<file path="src/rtl/regfile_alu_shared_pkg.sv">
// Types shared between the register file, the operand fetch unit and the ALU.
package regfile_alu_shared_pkg;

    typedef enum logic [1:0] {
        WSEL_NONE = 2'd0,
        WSEL_REGC = 2'd1,
        WSEL_REGF = 2'd2,
        WSEL_RFU  = 2'd3
    } write_sel_t;

endpackage

</file>
<file path="src/rtl/regfile_pkg.sv">
// Register-file constants and operand fetch state encoding.
package regfile_pkg;

    localparam int RF_REGISTERS = 8;
    localparam int FLAGS_INDEX  = 7;   // R_F, the flags register

    typedef enum logic [1:0] {
        S_IDLE  = 2'd0,
        S_CHECK = 2'd1,
        S_READ  = 2'd2,
        S_OUT   = 2'd3
    } fetch_state_t;

endpackage

</file>
<file path="src/rtl/regfile_scoreboard.sv">
// Per-register pending-write vector; set has priority over clear, bit 0 never pends.
module regfile_scoreboard #(
    parameter int REGISTERS   = 8,
    parameter int INDEX_WIDTH = 3
) (
    input  logic                   clk,
    input  logic                   rst,
    input  logic                   set_en,
    input  logic [INDEX_WIDTH-1:0] set_idx,
    input  logic                   clr_en,
    input  logic [INDEX_WIDTH-1:0] clr_idx,
    input  logic [INDEX_WIDTH-1:0] rd_idx_a,
    input  logic [INDEX_WIDTH-1:0] rd_idx_b,
    output logic                   pend_a,
    output logic                   pend_b
);

    localparam logic [REGISTERS-1:0] KEEP_MASK = {{(REGISTERS-1){1'b1}}, 1'b0};

    logic [REGISTERS-1:0] pend_q;
    logic [REGISTERS-1:0] set_mask;
    logic [REGISTERS-1:0] clr_mask;

    always_comb begin
        set_mask = '0;
        clr_mask = '0;
        if (set_en) set_mask[set_idx] = 1'b1;
        if (clr_en) clr_mask[clr_idx] = 1'b1;
    end

    always_ff @(posedge clk or posedge rst) begin
        if (rst) begin
            pend_q <= '0;
        end else begin
            pend_q <= ((pend_q & ~clr_mask) | set_mask) & KEEP_MASK;
        end
    end

    assign pend_a = pend_q[rd_idx_a];
    assign pend_b = pend_q[rd_idx_b];

endmodule

</file>
<file path="src/rtl/regfile_operand_fetch.sv">
// Operand fetch sequencer: hazard stall on pending writes, sync regfile read, valid/ready to ALU.
// Optional REGFILE_WB_BYPASS_EN: same-cycle writeback masks the hazard and forwards i_wb_data.
//
//   state   | meaning
//   S_IDLE  | ready for an issue request
//   S_CHECK | waiting for both sources to be free; drives read addresses when clear
//   S_READ  | register file data arriving; capture operands, mark destination pending
//   S_OUT   | operands presented to the ALU until accepted
module regfile_operand_fetch
    import regfile_pkg::*;
    import regfile_alu_shared_pkg::*;
#(
    parameter int DATA_WIDTH  = 16,
    parameter int REGISTERS   = RF_REGISTERS,
    parameter int INDEX_WIDTH = 3
) (
    input  logic                   clk,
    input  logic                   rst,
    input  logic                   i_valid,
    output logic                   o_ready,
    input  logic [INDEX_WIDTH-1:0] i_srca,
    input  logic [INDEX_WIDTH-1:0] i_srcb,
    input  logic [INDEX_WIDTH-1:0] i_dest,
    input  logic [1:0]             i_wsel,
    output logic [INDEX_WIDTH-1:0] o_rd_addr_a,
    output logic [INDEX_WIDTH-1:0] o_rd_addr_b,
    input  logic [DATA_WIDTH-1:0]  i_rd_data_a,
    input  logic [DATA_WIDTH-1:0]  i_rd_data_b,
    output logic                   o_valid,
    input  logic                   i_ready,
    output logic [DATA_WIDTH-1:0]  o_op_a,
    output logic [DATA_WIDTH-1:0]  o_op_b,
    output logic [INDEX_WIDTH-1:0] o_dest,
    output logic [1:0]             o_wsel,
    input  logic                   i_wb_valid,
    input  logic [1:0]             i_wb_wsel,
    input  logic [INDEX_WIDTH-1:0] i_wb_dest,
    input  logic [DATA_WIDTH-1:0]  i_wb_data,
    output logic                   o_err
);

    localparam logic [INDEX_WIDTH-1:0] FLAGS_IDX = INDEX_WIDTH'(FLAGS_INDEX);

    fetch_state_t           state_q, state_d;
    logic [INDEX_WIDTH-1:0] srca_q, srcb_q, dest_q;
    write_sel_t             wsel_q, wb_wsel;
    logic [DATA_WIDTH-1:0]  op_a_q, op_b_q;
    logic [DATA_WIDTH-1:0]  rd_a_val, rd_b_val;
    logic                   valid_q, err_q;
    logic                   accept, hazard, pend_a, pend_b, hz_a, hz_b;
    logic                   set_en, wb_clr_en, wb_hit_a, wb_hit_b;
    logic [INDEX_WIDTH-1:0] set_idx, wb_clr_idx;

    assign wb_wsel    = write_sel_t'(i_wb_wsel);
    assign wb_clr_en  = i_wb_valid &&
                        ((wb_wsel == WSEL_REGC && i_wb_dest != '0) || wb_wsel == WSEL_REGF);
    assign wb_clr_idx = (wb_wsel == WSEL_REGF) ? FLAGS_IDX : i_wb_dest;
    assign wb_hit_a   = wb_clr_en && (wb_clr_idx == srca_q) && (srca_q != '0);
    assign wb_hit_b   = wb_clr_en && (wb_clr_idx == srcb_q) && (srcb_q != '0);

    assign set_en  = (state_q == S_READ) &&
                     ((wsel_q == WSEL_REGC && dest_q != '0) || wsel_q == WSEL_REGF);
    assign set_idx = (wsel_q == WSEL_REGF) ? FLAGS_IDX : dest_q;

    regfile_scoreboard #(
        .REGISTERS   (REGISTERS),
        .INDEX_WIDTH (INDEX_WIDTH)
    ) u_scoreboard (
        .clk      (clk),
        .rst      (rst),
        .set_en   (set_en),
        .set_idx  (set_idx),
        .clr_en   (wb_clr_en),
        .clr_idx  (wb_clr_idx),
        .rd_idx_a (srca_q),
        .rd_idx_b (srcb_q),
        .pend_a   (pend_a),
        .pend_b   (pend_b)
    );

`ifdef REGFILE_WB_BYPASS_EN
    assign hz_a     = pend_a && !wb_hit_a;
    assign hz_b     = pend_b && !wb_hit_b;
    assign rd_a_val = (srca_q == '0) ? '0 : (wb_hit_a ? i_wb_data : i_rd_data_a);
    assign rd_b_val = (srcb_q == '0) ? '0 : (wb_hit_b ? i_wb_data : i_rd_data_b);
`else
    logic unused_wb;
    assign unused_wb = ^{i_wb_data, wb_hit_a, wb_hit_b};
    assign hz_a      = pend_a;
    assign hz_b      = pend_b;
    assign rd_a_val  = (srca_q == '0) ? '0 : i_rd_data_a;
    assign rd_b_val  = (srcb_q == '0) ? '0 : i_rd_data_b;
`endif

    assign hazard  = hz_a || hz_b;
    assign o_ready = (state_q == S_IDLE) && !rst;
    assign accept  = (state_q == S_IDLE) && i_valid;

    always_comb begin
        state_d     = state_q;
        o_rd_addr_a = '0;
        o_rd_addr_b = '0;
        case (state_q)
            S_IDLE:  if (i_valid) state_d = S_CHECK;
            S_CHECK: begin
                if (!hazard) begin
                    o_rd_addr_a = srca_q;
                    o_rd_addr_b = srcb_q;
                    state_d     = S_READ;
                end
            end
            S_READ:  state_d = S_OUT;
            S_OUT:   if (i_ready) state_d = S_IDLE;
            default: state_d = S_IDLE;
        endcase
    end

    always_ff @(posedge clk or posedge rst) begin
        if (rst) begin
            state_q <= S_IDLE;
            srca_q  <= '0;
            srcb_q  <= '0;
            dest_q  <= '0;
            wsel_q  <= WSEL_NONE;
            op_a_q  <= '0;
            op_b_q  <= '0;
            valid_q <= 1'b0;
            err_q   <= 1'b0;
        end else begin
            state_q <= state_d;
            err_q   <= accept && (write_sel_t'(i_wsel) == WSEL_RFU);
            if (accept) begin
                srca_q <= i_srca;
                srcb_q <= i_srcb;
                dest_q <= i_dest;
                wsel_q <= write_sel_t'(i_wsel);
            end
            if (state_q == S_READ) begin
                op_a_q  <= rd_a_val;
                op_b_q  <= rd_b_val;
                valid_q <= 1'b1;
            end else if (state_q == S_OUT && i_ready) begin
                valid_q <= 1'b0;
            end
        end
    end

    assign o_valid = valid_q;
    assign o_op_a  = op_a_q;
    assign o_op_b  = op_b_q;
    assign o_dest  = dest_q;
    assign o_wsel  = wsel_q;
    assign o_err   = err_q;

endmodule

</file>
<file path="config.mk">
export PLATFORM = sky130hd
export DESIGN_NAME = regfile_operand_fetch
export DESIGN_NICKNAME = d
export VERILOG_FILES = /design/src/rtl/regfile_alu_shared_pkg.sv /design/src/rtl/regfile_pkg.sv /design/src/rtl/regfile_scoreboard.sv /design/src/rtl/regfile_operand_fetch.sv
export SDC_FILE = /design/constraint.sdc
export NUM_CORES = 1
export LEC_CHECK = 0
export ABC_AREA = 1
export ABC_CLOCK_PERIOD_IN_PS = 2600
export CORE_MARGIN = 5
export CORE_UTILIZATION = 42
export DETAILED_ROUTE_END_ITERATION = 8
export GPL_TIMING_DRIVEN = 0
export HOLD_SLACK_MARGIN = 0.05
export PLACE_DENSITY = 0.84
export SLEW_MARGIN = 5
export SYNTH_ARGS = -nofsm -noshare
export SYNTH_HDL_FRONTEND = slang
export SYNTH_SLANG_ARGS = --single-unit
</file>
<file path="constraint.sdc">
create_clock -name clk -period 2.6 [get_ports clk]
set_clock_uncertainty 0.2 [all_clocks]
set_input_delay 0.78 -clock clk [delete_from_list [all_inputs] [get_ports clk]]
set_output_delay 0.78 -clock clk [all_outputs]
set_load 0.02 [all_outputs]
</file>
==> qor.yml, run 1 <==
placed_design:
  io_buffers: 98
  placed_area_sq_mm: 0.00366
  place_congestion: 0.789
  dp_hpwl_um: 5460
cells_and_area:
  nFillCells: 494
  areaGrowthSynthToFinish_pct: 50.6
  drive_above_1_share: 0.119
  stdcell_area_sq_mm: 0.00387
  final_cell_mix: "112 x nand2_1, 91 x clkdlybuf4s50_1, 52 x dfrtp_1"
  mostFrequentLayoutCell: "nand2_1"
  antennaDiodeCount: 0
  final_nets: 503
critical_path:
  crit_chain: "or2_1 -> nand3_2 -> nand3_2 -> nand2_2 -> nand2_8 -> nor3_4 -> buf_6"
  path_delay_family: "simple AND/OR/NAND/NOR gates"
  max_stage_delay_ps: 440
  worstPathArrival_ps: 1630
  cpMostUsedCell: "nand3_2"
  cp.buffers_inverters: 1
  cp-start-kind: "flop"
  required_ps: 1620
  critPathCaptureType: "output pin"
  critPathSlowestCell: "dfrtp_1"
  critical_path_class: "reg -> out"
  cp_max_fo: 7
floorplan:
  die_area_sq_mm: 0.00778
  rows: 28
  initial_utilization: 0.434
  num_io_pins: 115
  core_sq_mm: 0.00592
  die_x_um: 88.2
  die_h_um: 88.2
power:
  clkPwrFrac: 0.110
  power_uw: 4670
  combPwrFrac: 0.569
  p_seq_frac: 0.321
  power.leakage_uw: 0.00187
  switching_power_uw: 2110
  p_int_uw: 2560
  powerDensity_mw_per_mm2: 1210
  ir_drop_v: 0.000652
  sw_frac_of_total: 0.453
drt:
  vias: 2492
  drc: 0
  first_pass_iters: 4
  ant_nets: 0
  vias_per_cell: 4.93
  first_iter_violations: 115
  wl_per_cell_um: 14.4
  wl_um: 7260
clock_tree:
  cts_max_level: 2
  clock-sinks: 54
  insertion_delay_ps: 300
  cts_tree: "done"
  clkSlewWorstSetupHoldPaths_ps: 100
  root_buffer: "clkbuf_8"
  cts.path.max_buffers: 2
  numCtsBuffers: 5
  cts_hold_buffers: 0
synthesis:
  ys_seq_area_frac: 0.526
  syn_area_sq_mm: 0.00257
  ys_warn_count: 0
  ys_ff_latch: 54
  synth_cells: 318
  synth_cell_types: 27
  syn_nets: 392
  syn_avg_cell_area_sq_um: 8.08
hold_path:
  hold_path_class: "reg -> reg"
timing:
  setup_slack_ps: -14.7
  slew_violations: 0
  setup_viol: 3
  hold_viol: 0
  finalCritPeriodShare: 1.01
  tightestPinTransition_ps: 502
  max_freq_mhz: 382
  relSlewSlack: 0.665
  fin_crit_ps: 2610
  rsz0062_at_grt: "true"
grt:
  grt_max_degree: 33
  grt_pass1_vias: 2588
  grtUsageTotal: 0.193
  grt_pass1_wl_um: 11900
  grt_antenna_before_repair: 0
  gr-total-overflow: 0
flow_run:
  drv_cap: 0
run_status:
  status: "complete, but fails checks"
  violations: "setup timing"
path summary, 6_finish.rpt:
path | start | to | slack (ps) | depth (start not counted)
worst max-delay path | srcb_q[0]$_DFFE_PP0P_ | o_rd_addr_b[2] | -10 | 7
worst min register to register | o_op_b[9]$_DFFE_PP0P_ | o_op_b[9]$_DFFE_PP0P_ | 280 | 2
worst max register to register | state_q[0]$_DFFE_PP0P_ | o_op_a[12]$_DFFE_PP0P_ | 710 | 7
worst min-delay path | o_op_b[9]$_DFFE_PP0P_ | o_op_b[9]$_DFFE_PP0P_ | 280 | 2
min in group asynchronous | rst | o_err$_DFF_PP0_ | 640 | 2
max in group asynchronous | rst | o_op_a[14]$_DFFE_PP0P_ | 1010 | 3
Yosys cell counts:
library cell	number	area, sq um
o21ai_1	1	5.00
buf_1	1	3.75
o31ai_1	3	22.5
nand2_2	4	25.0
nand3_1	46	230
a21oi_1	2	10.0
buf_2	2	10.0
o22ai_1	1	6.26
buf_4	1	7.51
nand4_1	1	6.26
nand2_1	112	420
nor3_2	1	10.0
clkbuf_1	7	26.3
ha_1	5	62.6
dfrtp_1	54	1350
o21ai_0	16	80.1
nand2_4	2	22.5
nand3b_1	1	7.51
nor2_2	1	6.26
nor3_1	7	35.0
nand3_2	3	30.0
or2_1	1	6.26
inv_1	30	113
nor2_1	11	41.3
or2_2	1	6.26
o211ai_2	1	12.5
inv_2	3	11.3
cells by family after synthesis:
kind of cell,count (synthesis),share of synthesized area
DFF,54,0.526
AOI/OAI and AO/OA,24,0.0531
adders and majority gates,5,0.0244
buffers and inverters,44,0.0667
and+or+nand+nor,191,0.330
per-stage QoR:
stage	hold slack (ps)	std cells	setup slack (ps)	util	setup TNS [ps]
5_1_grt	309	505	-96.4	0.653	-493
3_3_place_gp	261	491	-743	0.615	-41100
4_1_cts	289	502	-0.299	0.642	-0.299
2_1_floorplan	270	318	243	-	0
3_5_place_dp	267	492	-317	0.619	-1470
6_report	284	505	-14.7	0.653	-27.2
timing repair:
action                                  4_1_cts  5_1_grt
setup buffers                                 2        3
resized for setup                            45       14
endpoints found under the setup margin        7        7
pin swaps                                     0        1
gates cloned                                  0        0
power by group through the flow:
stage | Sequential (uW) | Clock (uW) | Combinational [uW]
6_report | 1500 | 512 | 2660
5_1_grt | 1560 | 560 | 2940
4_1_cts | 1480 | 524 | 2540
3_5_place_dp | 1500 | 0 | 2470
3_3_place_gp | 1480 | 0 | 2390
2_1_floorplan | 1790 | 0 | 1160
state kept, by name (all words and copies together) (netlist names):
register and cells:
o_dest 3, o_op_b 16, o_op_a 16, srca_q 3, o_err 1, u_scoreboard.pend_q 7, state_q 2, srcb_q 3
o_valid 1, o_wsel 2
area by class of cell:
class | instances | area (sq um) | share of cell area
flip-flops and latches | 54 | 1350 | 0.350
plain buffers | 11 | 47.5 | 0.0123
repair buffers | 104 | 1030 | 0.266
well taps | 75 | 93.8 | 0.0243
clock buffers | 7 | 96.3 | 0.0249
clock inverters | 1 | 8.76 | 0.00226
multi-input cells | 220 | 1110 | 0.287
inverters | 33 | 126 | 0.0327
worst register-to-register path: cells and delay by family, from the launching register on:
kind / cells / cell delay, ps
buffers and inverters: 4 / 840
flip-flops: 1 / 410
adder cells (fa/ha/maj): 1 / 190
AND/OR/NAND/NOR: 2 / 190
per-layer routing:
layer	vias to the layer above	GRT usage	part of all wire
li1	1234	-	-
met1	1147	0.258	0.42
met2	93	0.320	0.49
met3	18	0.0357	0.060
met4	0	0.0563	0.025
met5	-	0	0
Power figures use the tool's default switching activity.
==> run 2: changes to the inputs <==
- PLACE_DENSITY: 0.84 -> 0.88
==> qor.yml, run 2 (synthesis results as in run 1) <==
timing:
  slew_violations: 0
  max_freq_mhz: 388
  rsz0062_at_grt: "true"
  relSlewSlack: 0.577
  setup_slack_ps: 22.4
  tightestPinTransition_ps: 633
  fin_crit_ps: 2580
  fin_tns_setup_ps: 0
  setup_viol: 0
  finalCritPeriodShare: 0.991
  hold_viol: 0
  hold_ws_ps: 286
clock_tree:
  insertion_delay_ps: 300
  cts_hold_buffers: 0
  cts_tree: "done"
  cts_max_level: 2
  cts.path.max_buffers: 2
  numCtsBuffers: 5
  clock-sinks: 54
  clkSlewWorstSetupHoldPaths_ps: 100
  root_buffer: "clkbuf_8"
power:
  p_int_uw: 2510
  ir_drop_v: 0.000524
  sw_frac_of_total: 0.451
  power.leakage_uw: 0.00185
  clkPwrFrac: 0.109
  p_seq_frac: 0.330
  powerDensity_mw_per_mm2: 1190
  switching_power_uw: 2060
  combPwrFrac: 0.561
cells_and_area:
  final-instance-count-excl-fill: 504
  drive_above_1_share: 0.121
  final_cell_mix: "112 x nand2_1, 91 x clkdlybuf4s50_1, 51 x dfrtp_1"
  mostFrequentLayoutCell: "nand2_1"
  nFillCells: 513
  stdcell_area_sq_mm: 0.00383
  areaGrowthSynthToFinish_pct: 49.0
  antennaDiodeCount: 0
  final_nets: 502
grt:
  grt_antenna_before_repair: 0
  grt_pass1_vias: 2509
  grt_pass1_wl_um: 11300
  grt_max_degree: 30
  grtUsageTotal: 0.183
  gr-total-overflow: 0
critical_path:
  r2r_setup_slack_ps: 730
  cp_max_fo: 7
  worstPathArrival_ps: 1600
  critical_path_class: "reg -> out"
  cp-start-kind: "flop"
  reg2reg_from: "state_q[0]$_DFFE_PP0P_"
  reg2reg_depth: 7
  required_ps: 1620
  critPathCaptureType: "output pin"
  r2r_end: "o_op_b[12]$_DFFE_PP0P_"
floorplan:
  initial_utilization: 0.434
  die_x_um: 88.2
  num_io_pins: 115
  die_area_sq_mm: 0.00778
  core_sq_mm: 0.00592
  die_h_um: 88.2
  rows: 28
placed_design:
  place_inst: 492
  place_congestion: 0.845
  placed_area_sq_mm: 0.00366
  place_ws_ps: -313
  dp_hpwl_um: 5380
  io_buffers: 98
drt:
  drc: 0
  first_pass_iters: 4
  vias_per_cell: 4.88
  vias: 2460
  wl_per_cell_um: 13.8
  wl_um: 6960
  ant_nets: 0
  first_iter_violations: 108
flow_run:
  drv_cap: 0
run_status:
  status: "finished clean"
hold_path:
  hold_path_class: "reg -> reg"
  min_from: "o_op_a[5]$_DFFE_PP0P_"
  hold_end: "o_op_a[5]$_DFFE_PP0P_"
  holdPathStages: 2
## run 2: how the worst max path moves through the flow
stage	startpoint	to	slack, ps	cells after the start
3_3_place_gp	rst	o_op_a[7]$_DFFE_PP0P_	-690	2
2_1_floorplan	srcb_q[0]$_DFFE_PP0P_	o_rd_addr_a[0]	240	6
4_1_cts	srcb_q[0]$_DFFE_PP0P_	o_rd_addr_b[1]	-20	7
3_5_place_dp	rst	o_ready	-310	3
6_report	srcb_q[0]$_DFFE_PP0P_	o_rd_addr_b[1]	20	7
5_1_grt	srca_q[2]$_DFFE_PP0P_	o_rd_addr_b[1]	-70	8
## run 2: what timing repair did
item | in CTS | in global routing
setup endpoints to repair | 7 | 7
buffers inserted | 1 | 3
pin swaps | 0 | 1
resized for setup | 39 | 17
endpoints found under the hold margin | 0 | 0
## run 2: routing by layer
layer,wire length (um),GRT usage,vias to the layer above
met4,103,0.0536,0
met3,432,0.0254,8
met1,2900,0.236,1145
li1,-,-,1232
met5,0,0,-
met2,3530,0.322,75
## run 2: power groups by stage
stage / Sequential [uW] / Clock (uW) / Combinational [uW]
final: 1510 / 497 / 2560
after global routing: 1570 / 539 / 2850
after CTS: 1490 / 512 / 2500
after detailed placement: 1510 / 0 / 2480
after global placement: 1490 / 0 / 2400
after floorplan: 1790 / 0 / 1160
## run 2: cell type report
type                            instances  area, sq um  area share
Clock inverter                          2         16.3     0.00425
Clock buffer                            6         82.6      0.0216
Timing Repair Buffer                  103         1010       0.265
Sequential cell                        54         1360       0.354
Buffer                                 11         47.5      0.0124
Inverter                               33          126      0.0330
Multi-Input combinational cell        220         1090       0.285
Tap cell                               75         93.8      0.0245
## run 2: critical path, cell delays in order (launching register included)
cell and delay (ps):
dfrtp_2 460, or2_1 250, nand3_2 60, nand3_2 60, nand2_2 80, nand2_4 100
nor3_2 130, buf_4 160
## run 2: stage by stage
step	utilization	total power, uW
finish	0.646	4570
detailed placement	0.619	3990
CTS	0.635	4500
floorplan	-	2950
global placement	0.615	3890
global route	0.646	4960
==> run 3: changes to the inputs <==
- CORE_MARGIN: 5 -> unset
- REMOVE_ABC_BUFFERS: unset -> 1
==> qor.yml, run 3 (synthesis results as in run 1) <==
flow_run:
  drv_cap: 0
timing:
  fin_crit_ps: 2640
  max_freq_mhz: 379
  tightestPinTransition_ps: 677
  setup_slack_ps: -38.2
  hold_viol: 0
  relSlewSlack: 0.548
  hold_ws_ps: 285
  rsz0062_at_grt: "true"
  finalCritPeriodShare: 1.01
  setup_viol: 3
  slew_violations: 0
drt:
  vias: 2473
  first_pass_iters: 4
  ant_nets: 0
  wl_per_cell_um: 13.2
  drc: 0
  first_iter_violations: 119
  vias_per_cell: 5.02
  wl_um: 6530
critical_path:
  crit_chain: "or2_1 -> nand3_2 -> nand3_2 -> nand2_4 -> nand2_8 -> nor3_4 -> buf_6"
  required_ps: 1620
  cp_max_fo: 7
  cp.buffers_inverters: 1
  worstPathArrival_ps: 1660
  critPathSlowestCell: "dfrtp_1"
  cpMostUsedCell: "nand3_2"
  r2r_setup_slack_ps: 520
  cp-start-kind: "flop"
  critPathCaptureType: "output pin"
  max_stage_delay_ps: 440
  path_delay_family: "simple AND/OR/NAND/NOR gates"
  critical_path_class: "reg -> out"
clock_tree:
  clkSlewWorstSetupHoldPaths_ps: 90
  clock-sinks: 54
  root_buffer: "clkbuf_8"
  cts_hold_buffers: 0
  cts_tree: "done"
  cts_max_level: 2
  cts.path.max_buffers: 2
  insertion_delay_ps: 300
  numCtsBuffers: 5
floorplan:
  core_sq_mm: 0.00592
  die_area_sq_mm: 0.00643
  rows: 28
  die_x_um: 80.2
  die_h_um: 80.2
  num_io_pins: 115
  initial_utilization: 0.434
power:
  p_seq_frac: 0.323
  powerDensity_mw_per_mm2: 1210
  power.leakage_uw: 0.00185
  switching_power_uw: 2090
  p_int_uw: 2560
  sw_frac_of_total: 0.449
  clkPwrFrac: 0.118
  combPwrFrac: 0.559
  ir_drop_v: 0.000588
  power_uw: 4660
cells_and_area:
  final_nets: 491
  drive_above_1_share: 0.120
  areaGrowthSynthToFinish_pct: 49.8
  antennaDiodeCount: 0
  mostFrequentLayoutCell: "nand2_1"
  nFillCells: 497
  final_cell_mix: "112 x nand2_1, 91 x clkdlybuf4s50_1, 52 x dfrtp_1"
placed_design:
  place_congestion: 0.914
  dp_hpwl_um: 4510
  io_buffers: 98
hold_path:
  hold_path_class: "reg -> reg"
grt:
  gr-total-overflow: 0
  grt_antenna_before_repair: 0
  grtUsageTotal: 0.202
  grt_pass1_wl_um: 10000
  grt_max_degree: 36
  grt_pass1_vias: 2238
run_status:
  status: "complete, but fails checks"
  violations: "setup timing"
==> run 3: stage by stage <==
stage / utilization / setup WS, ps / TNS [ps] / instance area, sq um / std cells
4_1_cts: 0.631 / -12.6 / -26.7 / 3740 / 491
6_report: 0.650 / -38.2 / -49.1 / 3850 / 493
3_3_place_gp: 0.607 / -710 / -53990 / 3600 / 480
5_1_grt: 0.650 / -102 / -524 / 3850 / 493
2_1_floorplan: - / 243 / 0 / 2520 / 307
3_5_place_dp: 0.612 / -604 / -19240 / 3620 / 481
==> run 3: worst paths after layout <==
kind,cells after the start,end,startpoint
worst max-delay path,7,o_rd_addr_b[0],srcb_q[0]$_DFFE_PP0P_
worst min-delay path,2,o_op_a[2]$_DFFE_PP0P_,o_op_a[2]$_DFFE_PP0P_
worst max register to register,5,o_op_a[6]$_DFFE_PP0P_,state_q[0]$_DFFE_PP0P_
worst min register to register,2,o_op_a[2]$_DFFE_PP0P_,o_op_a[2]$_DFFE_PP0P_
max in group asynchronous,3,o_op_a[4]$_DFFE_PP0P_,rst
min in group asynchronous,2,state_q[1]$_DFFE_PP0P_,rst
==> run 3: final cells by class <==
type	instances	area, sq um	share of cell area
Tap cell	75	93.8	0.0244
Sequential cell	54	1350	0.352
Inverter	33	128	0.0332
Clock buffer	5	68.8	0.0179
Clock inverter	3	40.0	0.0104
Timing Repair inverter	1	7.51	0.00195
Timing Repair Buffer	102	1030	0.267
Multi-Input combinational cell	220	1130	0.294
==> run 3: what timing repair did <==
item                                    in CTS  in global routing
endpoints found under the setup margin      40                 31
gates resized for setup                     39                 26
setup buffers                                2                  1
pin swaps                                    0                  1
gates cloned                                 0                  1
==> run 3: worst register-to-register path, stage by stage, from the launching register on <==
cell	delay (ps)
dfrtp_1	420
inv_1	160
ha_4	460
clkinvlp_4	480
nand2_1	190
nand2_1	70
==> run 3: per-layer routing <==
metal  wire length, um  vias up  global-route usage
met1              2730     1168               0.240
met4                99        0              0.0482
met2              3220       93               0.366
li1                  -     1206                   -
met5                 0        -                   0
met3               481        6              0.0489
==> run 3: power groups by stage <==
stage          clock network [uW]  logic, uW  registers (uW)
6_report                      549       2610            1500
5_1_grt                       599       2850            1550
4_1_cts                       563       2430            1490
3_5_place_dp                    0       2400            1500
3_3_place_gp                    0       2320            1480
2_1_floorplan                   0       1110            1790
